===== config.mk =====
export PLATFORM = sky130hd
export DESIGN_NAME = top_k_result_serializer
export DESIGN_NICKNAME = d
export VERILOG_FILES = /design/src/rtl/top_k_pkg.sv /design/src/rtl/top_k_lane_picker.sv /design/src/rtl/top_k_result_serializer.sv
export SDC_FILE = /design/constraint.sdc
export NUM_CORES = 2
export LEC_CHECK = 0
export ABC_CLOCK_PERIOD_IN_PS = 19800
export CAP_MARGIN = 5
export CORE_ASPECT_RATIO = 0.9
export CORE_MARGIN = 5
export CORE_UTILIZATION = 48
export DETAILED_ROUTE_END_ITERATION = 7
export PLACE_DENSITY = 0.88
export SETUP_SLACK_MARGIN = 0.1
export SYNTH_ARGS = -nofsm -noshare
export SYNTH_HDL_FRONTEND = slang
export SYNTH_HIERARCHICAL = 1
export SYNTH_SLANG_ARGS = --single-unit
export TNS_END_PERCENT = 1

===== constraint.sdc =====
create_clock -name clk -period 19.8 [get_ports clk]
set_input_delay 3.96 -clock clk [delete_from_list [all_inputs] [get_ports clk]]
set_output_delay 3.96 -clock clk [all_outputs]
set_load 0.03 [all_outputs]

===== src/rtl/top_k_pkg.sv =====
// Shared definitions for the top-k result serializer: lane geometry,
// FSM state encoding, and header word field positions.
// Optional build macro: TOP_K_SER_HEADER_EN (prepends a header word per beat).
package top_k_pkg;

    localparam int TOP_K_LANES  = 16;
    localparam int INTEGER_SIZE = 32;

    // Header word layout: captured mask in the upper half, enabled-lane count low.
    localparam int HDR_MASK_LSB = 16;
    localparam int HDR_MASK_MSB = 31;
    localparam int HDR_CNT_LSB  = 0;
    localparam int HDR_CNT_MSB  = 4;
    localparam int HDR_CNT_W    = HDR_CNT_MSB - HDR_CNT_LSB + 1;

    typedef enum logic [0:0] {
        ST_IDLE = 1'b0,
        ST_SEND = 1'b1
    } state_t;

    // Number of enabled lanes in a mask; 16 lanes fit in the 5-bit count field.
    function automatic logic [HDR_CNT_W-1:0] lane_count(input logic [TOP_K_LANES-1:0] m);
        logic [HDR_CNT_W-1:0] cnt;
        cnt = '0;
        for (int i = 0; i < TOP_K_LANES; i++) begin
            cnt = cnt + HDR_CNT_W'(m[i]);
        end
        return cnt;
    endfunction

endpackage


===== src/rtl/top_k_lane_picker.sv =====
// Combinational priority encoder: lowest set mask bit at or above 'start'.
// 'start' is one bit wider than the index so a walk that has passed the top
// lane (start == LANES) reports none-left instead of wrapping to lane 0.
module top_k_lane_picker
    import top_k_pkg::*;
#(
    parameter int LANES = TOP_K_LANES
) (
    input  logic [LANES-1:0]         mask,
    input  logic [$clog2(LANES):0]   start,
    output logic [$clog2(LANES)-1:0] idx,
    output logic                     none
);

    localparam int IDX_W   = $clog2(LANES);
    localparam int START_W = IDX_W + 1;

    // Scan downward so the lowest qualifying lane is the last one written.
    always_comb begin
        idx  = '0;
        none = 1'b1;
        for (int i = LANES - 1; i >= 0; i--) begin
            if (mask[i] && (START_W'(i) >= start)) begin
                idx  = IDX_W'(i);
                none = 1'b0;
            end
        end
    end

endmodule


===== src/rtl/top_k_result_serializer.sv =====
// Top-k result serializer: accepts one wide beat of TOP_K_NUM+1 lanes plus an
// enable mask, then streams the enabled lanes in ascending order on a narrow
// AXI-Stream style output, TLAST on the final word.
// Optional build macro: TOP_K_SER_HEADER_EN (prepends a mask/count header word).
module top_k_result_serializer #(
    parameter int TOP_K_NUM    = 15,
    parameter int INTEGER_SIZE = top_k_pkg::INTEGER_SIZE
) (
    input  logic                                  clk,
    input  logic                                  rst,
    input  logic                                  rx_data_TVALID,
    output logic                                  rx_data_TREADY,
    input  logic [(TOP_K_NUM+1)*INTEGER_SIZE-1:0] rx_data_TDATA,
    input  logic [TOP_K_NUM:0]                    enable_register,
    output logic                                  tx_data_TVALID,
    input  logic                                  tx_data_TREADY,
    output logic [INTEGER_SIZE-1:0]               tx_data_TDATA,
    output logic                                  tx_data_TLAST,
    output logic                                  drop_pulse
);

    import top_k_pkg::*;

    localparam int LANES   = TOP_K_NUM + 1;
    localparam int IDX_W   = $clog2(LANES);
    localparam int START_W = IDX_W + 1;
    localparam int BEAT_W  = LANES * INTEGER_SIZE;

    state_t                    state_q,    state_d;
    logic                      ready_q,    ready_d;
    logic [LANES-1:0]          mask_q,     mask_d;
    logic [BEAT_W-1:0]         data_q,     data_d;
    logic [START_W-1:0]        start_q,    start_d;
    logic                      tx_valid_q, tx_valid_d;
    logic [INTEGER_SIZE-1:0]   tx_data_q,  tx_data_d;
    logic                      tx_last_q,  tx_last_d;
    logic                      drop_q,     drop_d;

    logic                      capture;
    logic [LANES-1:0]          mask_sel;
    logic [BEAT_W-1:0]         data_sel;
    logic [START_W-1:0]        start_sel;
    logic [IDX_W-1:0]          pick_idx;
    logic                      pick_none;
    logic [INTEGER_SIZE-1:0]   pick_word;
    logic                      pick_last;
    logic [START_W-1:0]        pick_next;

`ifdef TOP_K_SER_HEADER_EN
    function automatic logic [INTEGER_SIZE-1:0] header_word(input logic [LANES-1:0] m);
        logic [INTEGER_SIZE-1:0] hdr;
        hdr = '0;
        hdr[HDR_MASK_MSB:HDR_MASK_LSB] = TOP_K_LANES'(m);
        hdr[HDR_CNT_MSB:HDR_CNT_LSB]   = lane_count(TOP_K_LANES'(m));
        return hdr;
    endfunction
`endif

    assign capture = ready_q && rx_data_TVALID;

    // On a capture cycle the first lane is chosen straight from the input beat,
    // which is what gives the one-cycle capture-to-first-word latency.
    assign mask_sel  = capture ? enable_register : mask_q;
    assign data_sel  = capture ? rx_data_TDATA   : data_q;
    assign start_sel = capture ? '0              : start_q;

    top_k_lane_picker #(
        .LANES (LANES)
    ) u_picker (
        .mask  (mask_sel),
        .start (start_sel),
        .idx   (pick_idx),
        .none  (pick_none)
    );

    // Word of the picked lane, whether it is the highest enabled one, and where
    // the walk resumes (idx+1 in a wider field, so lane 15 ends without wrap).
    always_comb begin
        pick_word = data_sel[pick_idx*INTEGER_SIZE +: INTEGER_SIZE];
        pick_last = ((mask_sel >> pick_idx) == {{(LANES-1){1'b0}}, 1'b1});
        pick_next = START_W'(pick_idx) + START_W'(1);
    end

    // Next-state and registered-output logic for the IDLE/SEND serializer.
    always_comb begin
        state_d    = state_q;
        ready_d    = ready_q;
        mask_d     = mask_q;
        data_d     = data_q;
        start_d    = start_q;
        tx_valid_d = tx_valid_q;
        tx_data_d  = tx_data_q;
        tx_last_d  = tx_last_q;
        drop_d     = 1'b0;

        case (state_q)
            ST_IDLE: begin
                ready_d = 1'b1;
                if (capture) begin
                    mask_d = enable_register;
                    data_d = rx_data_TDATA;
`ifdef TOP_K_SER_HEADER_EN
                    state_d    = ST_SEND;
                    ready_d    = 1'b0;
                    tx_valid_d = 1'b1;
                    tx_data_d  = header_word(enable_register);
                    tx_last_d  = (enable_register == '0);
                    start_d    = '0;
`else
                    if (pick_none) begin
                        drop_d = 1'b1;
                    end else begin
                        state_d    = ST_SEND;
                        ready_d    = 1'b0;
                        tx_valid_d = 1'b1;
                        tx_data_d  = pick_word;
                        tx_last_d  = pick_last;
                        start_d    = pick_next;
                    end
`endif
                end
            end
            ST_SEND: begin
                if (tx_valid_q && tx_data_TREADY) begin
                    if (tx_last_q || pick_none) begin
                        state_d    = ST_IDLE;
                        ready_d    = 1'b1;
                        tx_valid_d = 1'b0;
                        tx_last_d  = 1'b0;
                    end else begin
                        tx_data_d = pick_word;
                        tx_last_d = pick_last;
                        start_d   = pick_next;
                    end
                end
            end
            default: begin
                state_d    = ST_IDLE;
                ready_d    = 1'b0;
                tx_valid_d = 1'b0;
                tx_last_d  = 1'b0;
            end
        endcase
    end

    // State and output registers; reset abandons any beat in flight.
    always_ff @(posedge clk or posedge rst) begin
        if (rst) begin
            state_q    <= ST_IDLE;
            ready_q    <= 1'b0;
            mask_q     <= '0;
            data_q     <= '0;
            start_q    <= '0;
            tx_valid_q <= 1'b0;
            tx_data_q  <= '0;
            tx_last_q  <= 1'b0;
            drop_q     <= 1'b0;
        end else begin
            state_q    <= state_d;
            ready_q    <= ready_d;
            mask_q     <= mask_d;
            data_q     <= data_d;
            start_q    <= start_d;
            tx_valid_q <= tx_valid_d;
            tx_data_q  <= tx_data_d;
            tx_last_q  <= tx_last_d;
            drop_q     <= drop_d;
        end
    end

    assign rx_data_TREADY = ready_q;
    assign tx_data_TVALID = tx_valid_q;
    assign tx_data_TDATA  = tx_data_q;
    assign tx_data_TLAST  = tx_last_q;
    assign drop_pulse     = drop_q;

endmodule


==> metrics.md <==
| Metric | Value |
|---|---|
| Setup Fix Bufs, Post-CTS | `0` |
| Worst-case hold slack | `472 ps` |
| Initial antenna violation count | `52` |
| Routed wirelength normalized by instance count | `26.5 um` |
| Post-Syn Instances | `2,417` |
| Endpoint required time on the critical path | `20,360 ps` |
| Net count after synthesis | `2,950` |
| Area delta synth->final | `27.0%` |
| Launch instance of the worst register-to-register path | `rx_data_TREADY` |
| CTS hold repair buffers | `0` |
| Number of buffers created by CTS | `59` |
| Post-synth cell types | `63` |
| Endpoints failing setup | `0` |
| Overflow after GRT | `0` |
| Insertion delay to the later sink of the worst-skew pair | `630 ps` |
| Die area | `69,400 um^2` |
| CTS H-tree lvls | `2` |
| Floorplan die width | `277 um` |
| Clock slew seen by the registers of the worst setup and hold paths | `60 ps` |
| Via count | `23,976` |
| Final TNS setup | `0 ps` |
| Number of global-route vias before repair | `25,037` |
| Slew margin rel. | `19.8%` |
| Unrepaired setup endpoints after global routing | `false` |
| Sequential cell area | `14,300 um^2` |
| Count of unresolved DRC violations after routing | `0` |
| Global-route wire length before repair | `153 mm` |
| Maximum frequency from static timing analysis | `0.0999 GHz` |
| Max Root-Sink Buffers | `3` |
| CTS Root Cell | `sky130_fd_sc_hd__clkbuf_16` |
| Remaining number of nets flagged by the antenna check after routing | `0` |
| Count of state elements after synthesis | `570` |
| Commonest cells post-synth | `sky130_fd_sc_hd__dfrtp_1, sky130_fd_sc_hd__mux2_2, sky130_fd_sc_hd__nand2_1, sky130_fd_sc_hd__mux2i_1, sky130_fd_sc_hd__mux4_2` |
| Run status | `finished clean` |
| Core ar. | `63,900 um^2` |
| Setup Skew | `28.3 ps` |
| Design area | `39,200 um^2` |
| Library cell with the highest instance count after synthesis | `sky130_fd_sc_hd__dfrtp_1` |
| Initial cell density of the core | `48.3%` |
| Area of the mapped netlist | `30,800 um^2` |
| Area share of the leading cell type in the synthesized netlist | `46.3%` |
| Setup crit start kind | `input pin` |
| Vertical die dimension | `250 um` |
| Final period utilization | `50.6%` |
| Hold Crit Start | `tx_data_TDATA[13]` |
| Port Buf Inserts | `567` |
| Max capacitance violation total | `0` |
| Number of clock sinks | `570` |
| Post-detailed-placement half-perimeter wirelength | `71.0 mm` |
| Clock tree from TritonCTS | `built` |
| Largest area contributor in the netlist | `sky130_fd_sc_hd__dfrtp_1` |
| Post-synth top flop | `sky130_fd_sc_hd__dfrtp_1` |
| DR pass1 iterations | `5` |
| Gp weighted congestion | `0.897` |
| Path class of the lowest-slack min-delay path | `flop to flop` |
| Total number of nets in the final design | `3,415` |
| Worst supply voltage drop on vdd | `0.158 mV` |
| Tightest Pin Transition | `1200 ps` |
| Post-detailed-placement cell area | `37,100 um^2` |
| Vias/cell | `6.26` |
| Count of pins on the block boundary | `568` |
| Total design power | `7430 uW` |
| Source of the critical timing path | `rx_data_TVALID` |
| Fill cell count | `4,775` |
| Max Fanout on Critical Path | `123` |
| Share of final-layout standard cells stronger than drive strength 1 | `28.0%` |
| Number of warnings reported in the yosys synthesis log | `6` |
| Post-cts sizing count | `0` |
| Final Routed Wirelength | `101 mm` |
| Min Clock Period, post-route | `10,010 ps` |
| Cell types with the largest area share after synthesis | `sky130_fd_sc_hd__dfrtp_1, sky130_fd_sc_hd__mux2_2, sky130_fd_sc_hd__mux4_2` |
| Row count | `88` |
| Final Hold Fails | `0` |
| Drt initial violations | `2,449` |
| Maximum number of pins on one net before global-route repair | `191` |
| Area used by multi-input combinational logic | `15,600 um^2` |
| Setup crit end kind | `flop` |
| Async set-or-reset flop fraction in the synthesized netlist | `100%` |
| Ratio of total power to cell area | `190 nW/um^2` |
| Critical path arrival | `10,570 ps` |
| Post-synth EDFFs | `0` |
| Global-route usage over all layers | `28.1%` |
| Final-report max-slew violation count | `0` |
| Sequential fraction of the synthesis area | `46.3%` |
| Static leakage | `0.0163 uW` |
| Crit Path Class | `input pin to flop` |
| Post-synthesis area per instance | `12.8 um^2` |
[flip-flops by register name (all words and copies together), names as in the netlist]
name and cells:
drop_pulse 1, data_q 512, mask_q 16, state_q 1
tx_data_TVALID 1, rx_data_TREADY 1, start_q 5, tx_data_TLAST 1
tx_data_TDATA 32
[where the power goes]
part           switching (uW)  total, uW  internal, uW  leakage, uW
Sequential                315       2070          1760      0.00685
Combinational            2370       4230          1850      0.00852
Clock                     476       1130           655     0.000954
[final timing paths]
kind	to	slack (ps)	depth (start not counted)
setup / recovery	tx_data_TDATA[4]	9790	18
hold / removal	tx_data_TDATA[13]	470	2
max in group asynchronous	data_q[221]	14100	4
setup reg to reg	tx_data_TDATA[4]	13240	17
hold reg to reg	tx_data_TDATA[13]	470	2
min in group asynchronous	data_q[389]	4050	3
[logic make-up (layout without fill, tap and decap cells)]
| group | after synthesis | after routing | synth area share, % |
|---|---|---|---|
| multiplexers | 873 | 873 | 36.0 |
| flip-flops | 570 | 570 | 46.3 |
| AO/OA/AOI/OAI | 380 | 380 | 8.98 |
| AND/OR/NAND/NOR | 371 | 371 | 5.25 |
| buffers and inverters | 220 | 730 | 3.40 |
| XOR/XNOR | 2 | 2 | 0.0568 |
| adder cells (fa/ha/maj) | 1 | 1 | 0.0406 |
| other | 0 | 48 | 0 |
[cells in the final DEF (no fill, tap or decap), types with 5 or more instances in the layout]
master,synthesis,final
sky130_fd_sc_hd__o21bai_1,35,35
sky130_fd_sc_hd__a21oi_1,73,73
sky130_fd_sc_hd__diode_2,0,48
sky130_fd_sc_hd__o21ai_0,19,19
sky130_fd_sc_hd__mux2_2,533,533
sky130_fd_sc_hd__dfrtp_1,570,570
sky130_fd_sc_hd__clkinv_2,0,8
sky130_fd_sc_hd__nand3_1,10,10
sky130_fd_sc_hd__clkbuf_1,128,14
sky130_fd_sc_hd__clkbuf_16,0,60
sky130_fd_sc_hd__clkdlybuf4s50_1,0,567
sky130_fd_sc_hd__a211oi_1,32,32
sky130_fd_sc_hd__buf_12,0,5
sky130_fd_sc_hd__inv_1,14,12
sky130_fd_sc_hd__o22ai_1,33,33
sky130_fd_sc_hd__buf_4,26,37
sky130_fd_sc_hd__nand3b_1,6,6
sky130_fd_sc_hd__nor2_1,37,36
sky130_fd_sc_hd__nand2_1,251,250
sky130_fd_sc_hd__clkinvlp_4,0,5
sky130_fd_sc_hd__clkbuf_8,0,13
sky130_fd_sc_hd__nor4_1,33,33
sky130_fd_sc_hd__a2111oi_1,0,16
sky130_fd_sc_hd__o31ai_1,33,33
sky130_fd_sc_hd__a2111oi_0,32,16
sky130_fd_sc_hd__mux4_2,136,136
sky130_fd_sc_hd__mux2i_1,204,204
sky130_fd_sc_hd__o221ai_1,96,96
sky130_fd_sc_hd__and2_1,6,6
[worst max-delay path: stages]
cell and delay [ps]:
sky130_fd_sc_hd__clkdlybuf4s50_1 640, sky130_fd_sc_hd__nand2_8 640, sky130_fd_sc_hd__buf_12 710, sky130_fd_sc_hd__mux2_2 340
sky130_fd_sc_hd__and2b_1 150, sky130_fd_sc_hd__a21oi_1 50, sky130_fd_sc_hd__o311ai_0 290, sky130_fd_sc_hd__nand3_1 180
sky130_fd_sc_hd__a311oi_4 330, sky130_fd_sc_hd__buf_4 470, sky130_fd_sc_hd__nand2b_4 610, sky130_fd_sc_hd__buf_4 570
sky130_fd_sc_hd__o221ai_1 480, sky130_fd_sc_hd__o31ai_1 130, sky130_fd_sc_hd__a2111oi_0 450, sky130_fd_sc_hd__buf_4 200
sky130_fd_sc_hd__o21bai_1 70, sky130_fd_sc_hd__nand2_1 90
[stage by stage]
step           std cells  setup slack, ps  utilization, %
2_1_floorplan       2417             8080               -
3_3_place_gp        3676             9310            58.1
3_5_place_dp        3676             9080            58.1
4_1_cts             3782             9730            61.1
5_1_grt             3825             9370            61.3
6_report            3830             9790            61.3
[area by class of cell]
class                   instances  area share, %
flip-flops and latches        570           36.4
repair buffers                609           15.5
inverters                      15          0.153
multi-input cells            1627           39.9
clock inverters                19          0.572
diodes                         48          0.307
clock buffers                  87           4.43
well taps                     855           2.73
[metal layers]
metal,track usage (%),routed length [um],vias up
met5,0,80,-
met2,47.0,50300,1218
met3,5.33,7310,308
met1,34.5,37600,12218
li1,-,-,10220
met4,15.8,6210,12
No activity file was read; power rests on OpenSTA's default activity.
